## src/rtl/spi_sensor_pkg.sv

```systemverilog
// Shared types and helpers for the SPI sensor sequencer.
// Holds the FSM state enum, the read flag and the read-command builder.
package spi_sensor_pkg;

    typedef enum logic [2:0] {
        PWR_DLY,
        INIT_WR,
        INIT_WT,
        POLL,
        RD_WR,
        RD_WT,
        FRAME
    } state_t;

    localparam logic RD_FLAG = 1'b1;

    // Read command: {RD_FLAG, address, 8'h00}; the address wraps mod 128.
    function automatic logic [15:0] rd_cmd(
        input logic [6:0] base,
        input logic [4:0] k
    );
        logic [6:0] addr;
        addr = base + {2'b00, k};
        return {RD_FLAG, addr, 8'h00};
    endfunction

endpackage

```

## src/rtl/int_sync_det.sv

```systemverilog
// Two-flop synchroniser for the asynchronous sensor INT line plus trigger.
// Ports: clk, rst_n, int_i (async INT), trig_o (level or rising-edge trigger).
module int_sync_det #(
    parameter int INT_EDGE = 0
) (
    input  logic clk,
    input  logic rst_n,
    input  logic int_i,
    output logic trig_o
);

    // [1:0] form the synchroniser, [2] is the delayed copy for edge detect.
    logic [2:0] sync_q;

    always_ff @(posedge clk or negedge rst_n) begin
        if (!rst_n) begin
            sync_q <= '0;
        end else begin
            sync_q <= {sync_q[1:0], int_i};
        end
    end

    always_comb begin
        trig_o = (INT_EDGE != 0) ? (sync_q[1] & ~sync_q[2]) : sync_q[1];
    end

endmodule

```

## src/rtl/spi_sensor_seq.sv

```systemverilog
// SPI sensor sequencer: power-up delay, init-table writes, then INT-driven
// burst reads assembling NUM_CH little-endian 16-bit channels.
// Ports: clk, rst_n, INT, reinit, init_tbl, rd_base in; wrt/cmd to the SPI
// master, done/rd_data from it; ch_data, vld, init_done, tmo_err, busy out.
module spi_sensor_seq
    import spi_sensor_pkg::*;
#(
    parameter int NUM_INIT = 4,
    parameter int NUM_CH   = 5,
    parameter int DLY_W    = 16,
    parameter int TMO_W    = 20,
    parameter int INT_EDGE = 0
) (
    input  logic                     clk,
    input  logic                     rst_n,
    input  logic                     INT,
    input  logic                     reinit,
    input  logic [16*NUM_INIT-1:0]   init_tbl,
    input  logic [6:0]               rd_base,
    output logic                     wrt,
    output logic [15:0]              cmd,
    input  logic                     done,
    input  logic [15:0]              rd_data,
    output logic [16*NUM_CH-1:0]     ch_data,
    output logic                     vld,
    output logic                     init_done,
    output logic                     tmo_err,
    output logic                     busy
);

    localparam logic [2:0] IDX_LAST = 3'(NUM_INIT - 1);
    localparam logic [4:0] K_LAST   = 5'(2 * NUM_CH - 1);

    state_t               state_q;
    logic [DLY_W-1:0]     dly_q;
    logic [TMO_W-1:0]     tmo_q;
    logic [2:0]           idx_q;
    logic [4:0]           k_q;
    logic                 pend_q;
    logic [16*NUM_CH-1:0] shadow_q;
    logic [16*NUM_CH-1:0] shadow_d;
    logic [16*NUM_CH-1:0] ch_q;
    logic                 wrt_q;
    logic [15:0]          cmd_q;
    logic                 vld_q;
    logic                 init_done_q;
    logic                 tmo_err_q;
    logic                 busy_q;
    logic                 trig;
    logic                 in_wt;
    logic                 unused_rd_hi;

    assign unused_rd_hi = ^rd_data[15:8];

    int_sync_det #(
        .INT_EDGE (INT_EDGE)
    ) u_sync (
        .clk    (clk),
        .rst_n  (rst_n),
        .int_i  (INT),
        .trig_o (trig)
    );

    // Byte k lands at shadow[8k+:8]: even k is a low byte, odd k a high byte.
    always_comb begin
        shadow_d = shadow_q;
        shadow_d[8*k_q +: 8] = rd_data[7:0];
    end

    assign in_wt = (state_q == INIT_WT) || (state_q == RD_WT);

    always_ff @(posedge clk or negedge rst_n) begin
        if (!rst_n) begin
            state_q     <= PWR_DLY;
            dly_q       <= '0;
            tmo_q       <= '0;
            idx_q       <= '0;
            k_q         <= '0;
            pend_q      <= 1'b0;
            shadow_q    <= '0;
            ch_q        <= '0;
            wrt_q       <= 1'b0;
            cmd_q       <= '0;
            vld_q       <= 1'b0;
            init_done_q <= 1'b0;
            tmo_err_q   <= 1'b0;
            busy_q      <= 1'b0;
        end else begin
            wrt_q <= 1'b0;
            vld_q <= 1'b0;
            if (reinit && !in_wt) begin
                state_q     <= PWR_DLY;
                dly_q       <= '0;
                tmo_q       <= '0;
                idx_q       <= '0;
                pend_q      <= 1'b0;
                init_done_q <= 1'b0;
                tmo_err_q   <= 1'b0;
            end else begin
                // A reinit during a transaction waits for its done.
                if (reinit) begin
                    pend_q <= 1'b1;
                end
                unique case (state_q)
                    PWR_DLY: begin
                        if (dly_q == '1) begin
                            dly_q   <= '0;
                            state_q <= INIT_WR;
                        end else begin
                            dly_q <= dly_q + 1'b1;
                        end
                    end
                    INIT_WR: begin
                        wrt_q   <= 1'b1;
                        busy_q  <= 1'b1;
                        cmd_q   <= init_tbl[16*idx_q +: 16];
                        state_q <= INIT_WT;
                    end
                    INIT_WT: begin
                        if (done) begin
                            busy_q <= 1'b0;
                            if (pend_q || reinit) begin
                                state_q     <= PWR_DLY;
                                dly_q       <= '0;
                                tmo_q       <= '0;
                                idx_q       <= '0;
                                pend_q      <= 1'b0;
                                init_done_q <= 1'b0;
                                tmo_err_q   <= 1'b0;
                            end else if (idx_q != IDX_LAST) begin
                                idx_q   <= idx_q + 1'b1;
                                state_q <= PWR_DLY;
                            end else begin
                                init_done_q <= 1'b1;
                                state_q     <= POLL;
                            end
                        end
                    end
                    POLL: begin
                        if (trig) begin
                            tmo_q   <= '0;
                            k_q     <= '0;
                            state_q <= RD_WR;
                        end else if (tmo_q == '1) begin
                            tmo_err_q <= 1'b1;
                        end else begin
                            tmo_q <= tmo_q + 1'b1;
                        end
                    end
                    RD_WR: begin
                        wrt_q   <= 1'b1;
                        busy_q  <= 1'b1;
                        cmd_q   <= rd_cmd(rd_base, k_q);
                        state_q <= RD_WT;
                    end
                    RD_WT: begin
                        if (done) begin
                            busy_q   <= 1'b0;
                            shadow_q <= shadow_d;
                            if (pend_q || reinit) begin
                                // Partial frame dropped; ch_data kept.
                                state_q     <= PWR_DLY;
                                dly_q       <= '0;
                                tmo_q       <= '0;
                                idx_q       <= '0;
                                pend_q      <= 1'b0;
                                init_done_q <= 1'b0;
                                tmo_err_q   <= 1'b0;
                            end else if (k_q != K_LAST) begin
                                k_q     <= k_q + 1'b1;
                                state_q <= RD_WR;
                            end else begin
                                // Publish with the final byte merged so vld
                                // follows the last done by one cycle.
                                ch_q    <= shadow_d;
                                vld_q   <= 1'b1;
                                state_q <= FRAME;
                            end
                        end
                    end
                    FRAME: begin
                        state_q <= POLL;
                    end
                    default: begin
                        state_q <= PWR_DLY;
                    end
                endcase
            end
        end
    end

    assign wrt       = wrt_q;
    assign cmd       = cmd_q;
    assign ch_data   = ch_q;
    assign vld       = vld_q;
    assign init_done = init_done_q;
    assign tmo_err   = tmo_err_q;
    assign busy      = busy_q;

endmodule

```

## config.mk

```make
export PLATFORM = sky130hd
export DESIGN_NAME = spi_sensor_seq
export DESIGN_NICKNAME = d
export VERILOG_FILES = /design/src/rtl/spi_sensor_pkg.sv /design/src/rtl/int_sync_det.sv /design/src/rtl/spi_sensor_seq.sv
export SDC_FILE = /design/constraint.sdc
export NUM_CORES = 1
export LEC_CHECK = 0
export CAP_MARGIN = 20
export CORE_MARGIN = 8
export CORE_UTILIZATION = 54
export DETAILED_ROUTE_END_ITERATION = 7
export PLACE_DENSITY_LB_ADDON = 0.25
export SLEW_MARGIN = 20
export SYNTH_ARGS = -nofsm -noshare
export SYNTH_HDL_FRONTEND = slang
export SYNTH_SLANG_ARGS = --single-unit
```

## constraint.sdc

```tcl
create_clock -name clk -period 3.8 [get_ports clk]
set_input_delay 0.57 -clock clk [delete_from_list [all_inputs] [get_ports clk]]
set_output_delay 0.57 -clock clk [all_outputs]
set_load 0.1 [all_outputs]
```

==> impl.org <==
** Synth
- Cell type with the largest total area after synthesis :: dfrtp_1
- In this run the cell area of the synthesized design comes to 11,260 µm².
- The Yosys step of the flow raised 0 warnings.
- Share of the yosys chip area belonging to registers :: 0.5135
- Yosys reg bits :: 231
- Async set-reset flop share out of synthesis :: 1.000
- For this run, the leading register cell type out of synthesis is dfrtp_1.
- Dividing the synthesized area by the synthesized cell count gives 11.32 µm².
- Most area-consuming cells after synthesis :: dfrtp_1 (51%), mux2_2 (12%), mux2i_1 (3.6%)
- Share of the synthesized area in the top cell type :: 0.5135
- Number of synthesized flops with an enable pin :: 0
- The synthesized netlist contains 66 unique library cells.
- Synthesis produced 994 cells.
- Post-Syn Nets :: 1,100

** Cells and area
- Commonest cells after routing, fill and taps aside :: dfrtp_1 (231), clkdlybuf4s50_1 (183), mux2_2 (117)
- The repair_antennas step left the layout with diodes totalling 0.
- Post-route cell area :: 14,240 µm²
- Fill cells in the final layout number 1,532.
- Layout overhead on the synthesized area :: 26.49%
- Leaving out fill and tap cells, the most frequent cell in the layout is dfrtp_1.
- Share of cells above drive strength 1 :: 0.1883
- Number of nets in the final layout :: 1,271

** Power and ir drop
- LEAKAGE :: 6.479 nW
- P per Cell Area :: 518.7 nW/µm²
- After layout, the design draws a total of 7.386 mW.
- The internal power of the cells totals 4.810 mW.
- Combinational group share of total power :: 0.283
- Across the VDD grid, the largest voltage drop is 0.3097 mV.
- Sw Pwr :: 2.576 mW
- Switch share :: 0.3488
- Sequential fraction of design power :: 0.374
- Of the total power, the clock network draws 0.344.

** Routing
- Post-route antenna net violation count :: 0
- Wirelength, routed :: 27,930 µm
- Number of search-and-repair iterations in the first detailed-routing pass :: 5
- Detailed-route wire length per cell :: 19.14 µm
- Routed via count :: 8,521
- Count of unresolved DRC violations after routing :: 0
- Average via count per standard cell :: 5.840
- Number of DRC violations after detailed-routing iteration 0 :: 594

** Worst setup path
- Setup slack of the most critical reg-to-reg path :: 0.69 ns
- The worst setup path is launched from a register.
- Worst Setup SP :: k_q[1]
- The worst register-to-register path has a depth of 9.
- Max Fanout on Critical Path :: 9
- Required time of the critical path :: 4.18 ns
- Source of the worst register-to-register timing path :: k_q[1]
- Data on the critical path arrives at its endpoint at 3.49 ns.
- Worst Path Class, Setup :: register to register
- The endpoint identified for the worst register-to-register timing path is ch_data[20].
- STA classifies the critical path endpoint as a register.

** Run
- Across the run, the number of max-cap violations was 0.

** STA
- Headroom to the max-slew limit came out at 0.2939.
- The hold violation count in the final report is 0.
- Max-slew violation count :: 0
- Setup repair after global routing left no endpoint under its margin.
- Peak Freq :: 0.3212 GHz
- Clock period minus final worst setup slack :: 3.113 ns
- Setup violations remaining at the end of the flow were counted as 0.
- At the pin with the least slew margin, the transition time is 1.056 ns.
- Final cycle utilization of the critical path :: 0.8192
- After routing, the total negative slack on setup checks comes to 0 ns.
- The clock arrives with 0.01692 ns of skew.

** Placed design
- Detailed-placement wirelength estimate :: 19,490 µm
- The congestion estimate from routability-driven global placement came to 0.8329.
- The count of buffers added on input and output ports is 184.
- Once placement finished, the instance area stood at 13,350 µm².

** Floorplanning
- The die is 160.4 µm tall.
- The total area inside the core boundary comes to 20,760 µm².
- Initial cell density of the core :: 0.5423
- IO Pins :: 193
- The floorplan step defined a die boundary enclosing 25,720 µm².
- Site row count :: 53
- Floorplan die width :: 160.4 µm

** Clock tree
- Postcts setup bufs :: 0
- Deepest level of the CTS H-tree :: 1
- Clock-pin slew was measured on the worst setup and hold paths at 0.06 ns.
- Clock tree sinks :: 231
- Worst skew pair latency :: 0.53 ns
- Clock root cell :: clkbuf_16
- Number of hold buffers added after CTS :: 0
- Counting the buffers created by CTS gives 25.
- CTS tree :: built
- Maximum root-to-sink buffer count :: 3
- After clock tree synthesis, the repair step resized 0 gates.

** Global routing
- Global-route congestion overflow total :: 0
- Maximum number of pins on one net before global-route repair :: 108
- Antenna violations before repair :: 0
- For this run, the total global-route usage over all layers was measured as 0.2178.
- First-pass GRT wire length :: 46,650 µm
- Via count of the first global-routing pass :: 8,747

** Status
- The run finished with clean final reports.

** Min path
- Class of the tightest hold or removal check :: input port to asynchronous set/reset pin
[worst max-delay path, stage by stage (launching register included)]
cell	delay [ns]
dfrtp_1	0.38
inv_1	0.12
ha_1	0.34
nor3b_1	0.24
ha_1	0.25
or3b_2	0.49
o31ai_4	0.35
nand4_2	0.40
mux2i_1	0.28
o21ai_0	0.10
[power groups by stage]
stage / Sequential [mW] / Clock, mW / Combinational (mW)
2_1_floorplan: 3.40 / 0 / 0.885
3_3_place_gp: 2.80 / 0 / 2.06
3_5_place_dp: 2.80 / 0 / 2.08
4_1_cts: 2.76 / 2.58 / 2.09
5_1_grt: 2.78 / 2.68 / 2.23
6_report: 2.76 / 2.54 / 2.09
[cells in the mapped netlist (2+ instances only)]
cell,number
a211oi_1,5
a21o_1,6
a21oi_1,29
a22o_1,12
a22oi_1,5
a2bb2oi_1,2
a31oi_1,13
and2_1,13
and3_1,13
and4_1,2
buf_2,17
clkbuf_1,39
clkbuf_2,2
dfrtp_1,231
ha_1,13
inv_1,16
mux2_2,117
mux2i_1,41
mux4_2,16
nand2_1,100
nand2b_1,9
nand3_1,31
nand3_2,6
nand3b_1,3
nand4_1,7
nand4_2,3
nor2_1,44
nor2b_1,12
nor3_1,8
nor3b_1,2
nor4_1,2
nor4b_4,2
o21ai_0,76
o21ai_1,11
o22ai_1,5
o31ai_1,37
o32ai_1,2
o41ai_1,5
or2_2,3
or3_1,3
or3b_2,2
or4_1,4
xnor2_1,2
[registers in the layout (all words and copies together), names as in the netlist]
signal and flops:
busy 1, ch_data 80, cmd 16, dly_q 16, idx_q 3, init_done 1, k_q 5, pend_q 1
shadow_q 80, state_q 3, tmo_err 1, tmo_q 20, u_sync.sync_q 2, vld 1, wrt 1
[logic make-up after synthesis]
| kind of cell | after synthesis | share of synthesized area |
|---|---|---|
| multiplexers | 174 | 0.1855 |
| adder cells (fa/ha/maj) | 14 | 0.01623 |
| buffers and inverters | 77 | 0.02812 |
| AO/OA/AOI/OAI | 218 | 0.1247 |
| XOR/XNOR | 2 | 0.001556 |
| flip-flops | 231 | 0.5135 |
| AND/OR/NAND/NOR | 278 | 0.1304 |
[how the worst max path moves through the flow]
stage | end | slack [ns]
detailed placement | ch_data[20] | 0.69
CTS | ch_data[20] | 0.68
floorplan | ch_data[16] | 0.79
finish | ch_data[20] | 0.69
global route | ch_data[20] | 0.42
global placement | ch_data[20] | 0.76
[cell type report]
class	instances	area (µm²)	area share
repair buffers	204	2009	0.1411
flip-flops and latches	231	5781	0.4060
well taps	275	344.1	0.02417
inverters	17	63.81	0.004482
clock inverters	7	102.6	0.007206
clock buffers	39	778.2	0.05466
multi-input cells	686	5160	0.3624
[through the flow]
step / setup WS (ns) / hold WS [ns] / std cells / util
6_report: 0.6869 / 0.07821 / 1459 / 0.6860
5_1_grt: 0.4174 / 0.1516 / 1459 / 0.6860
4_1_cts: 0.6798 / 0.1176 / 1458 / 0.6856
3_5_place_dp: 0.6860 / 0.3457 / 1412 / 0.6432
3_3_place_gp: 0.7553 / 0.3384 / 1412 / 0.6432
2_1_floorplan: 0.7887 / 0.2744 / 994 / -
[layer usage]
layer / global-route usage / wire length [µm] / up-vias
met1: 0.2860 / 12250 / 4318
li1: - / - / 3993
met2: 0.3734 / 14080 / 180
met4: 0.04291 / 407 / 0
met3: 0.03839 / 1193 / 30
met5: 0 / 0 / -
Note: power is estimated with default switching activity, not from simulation.
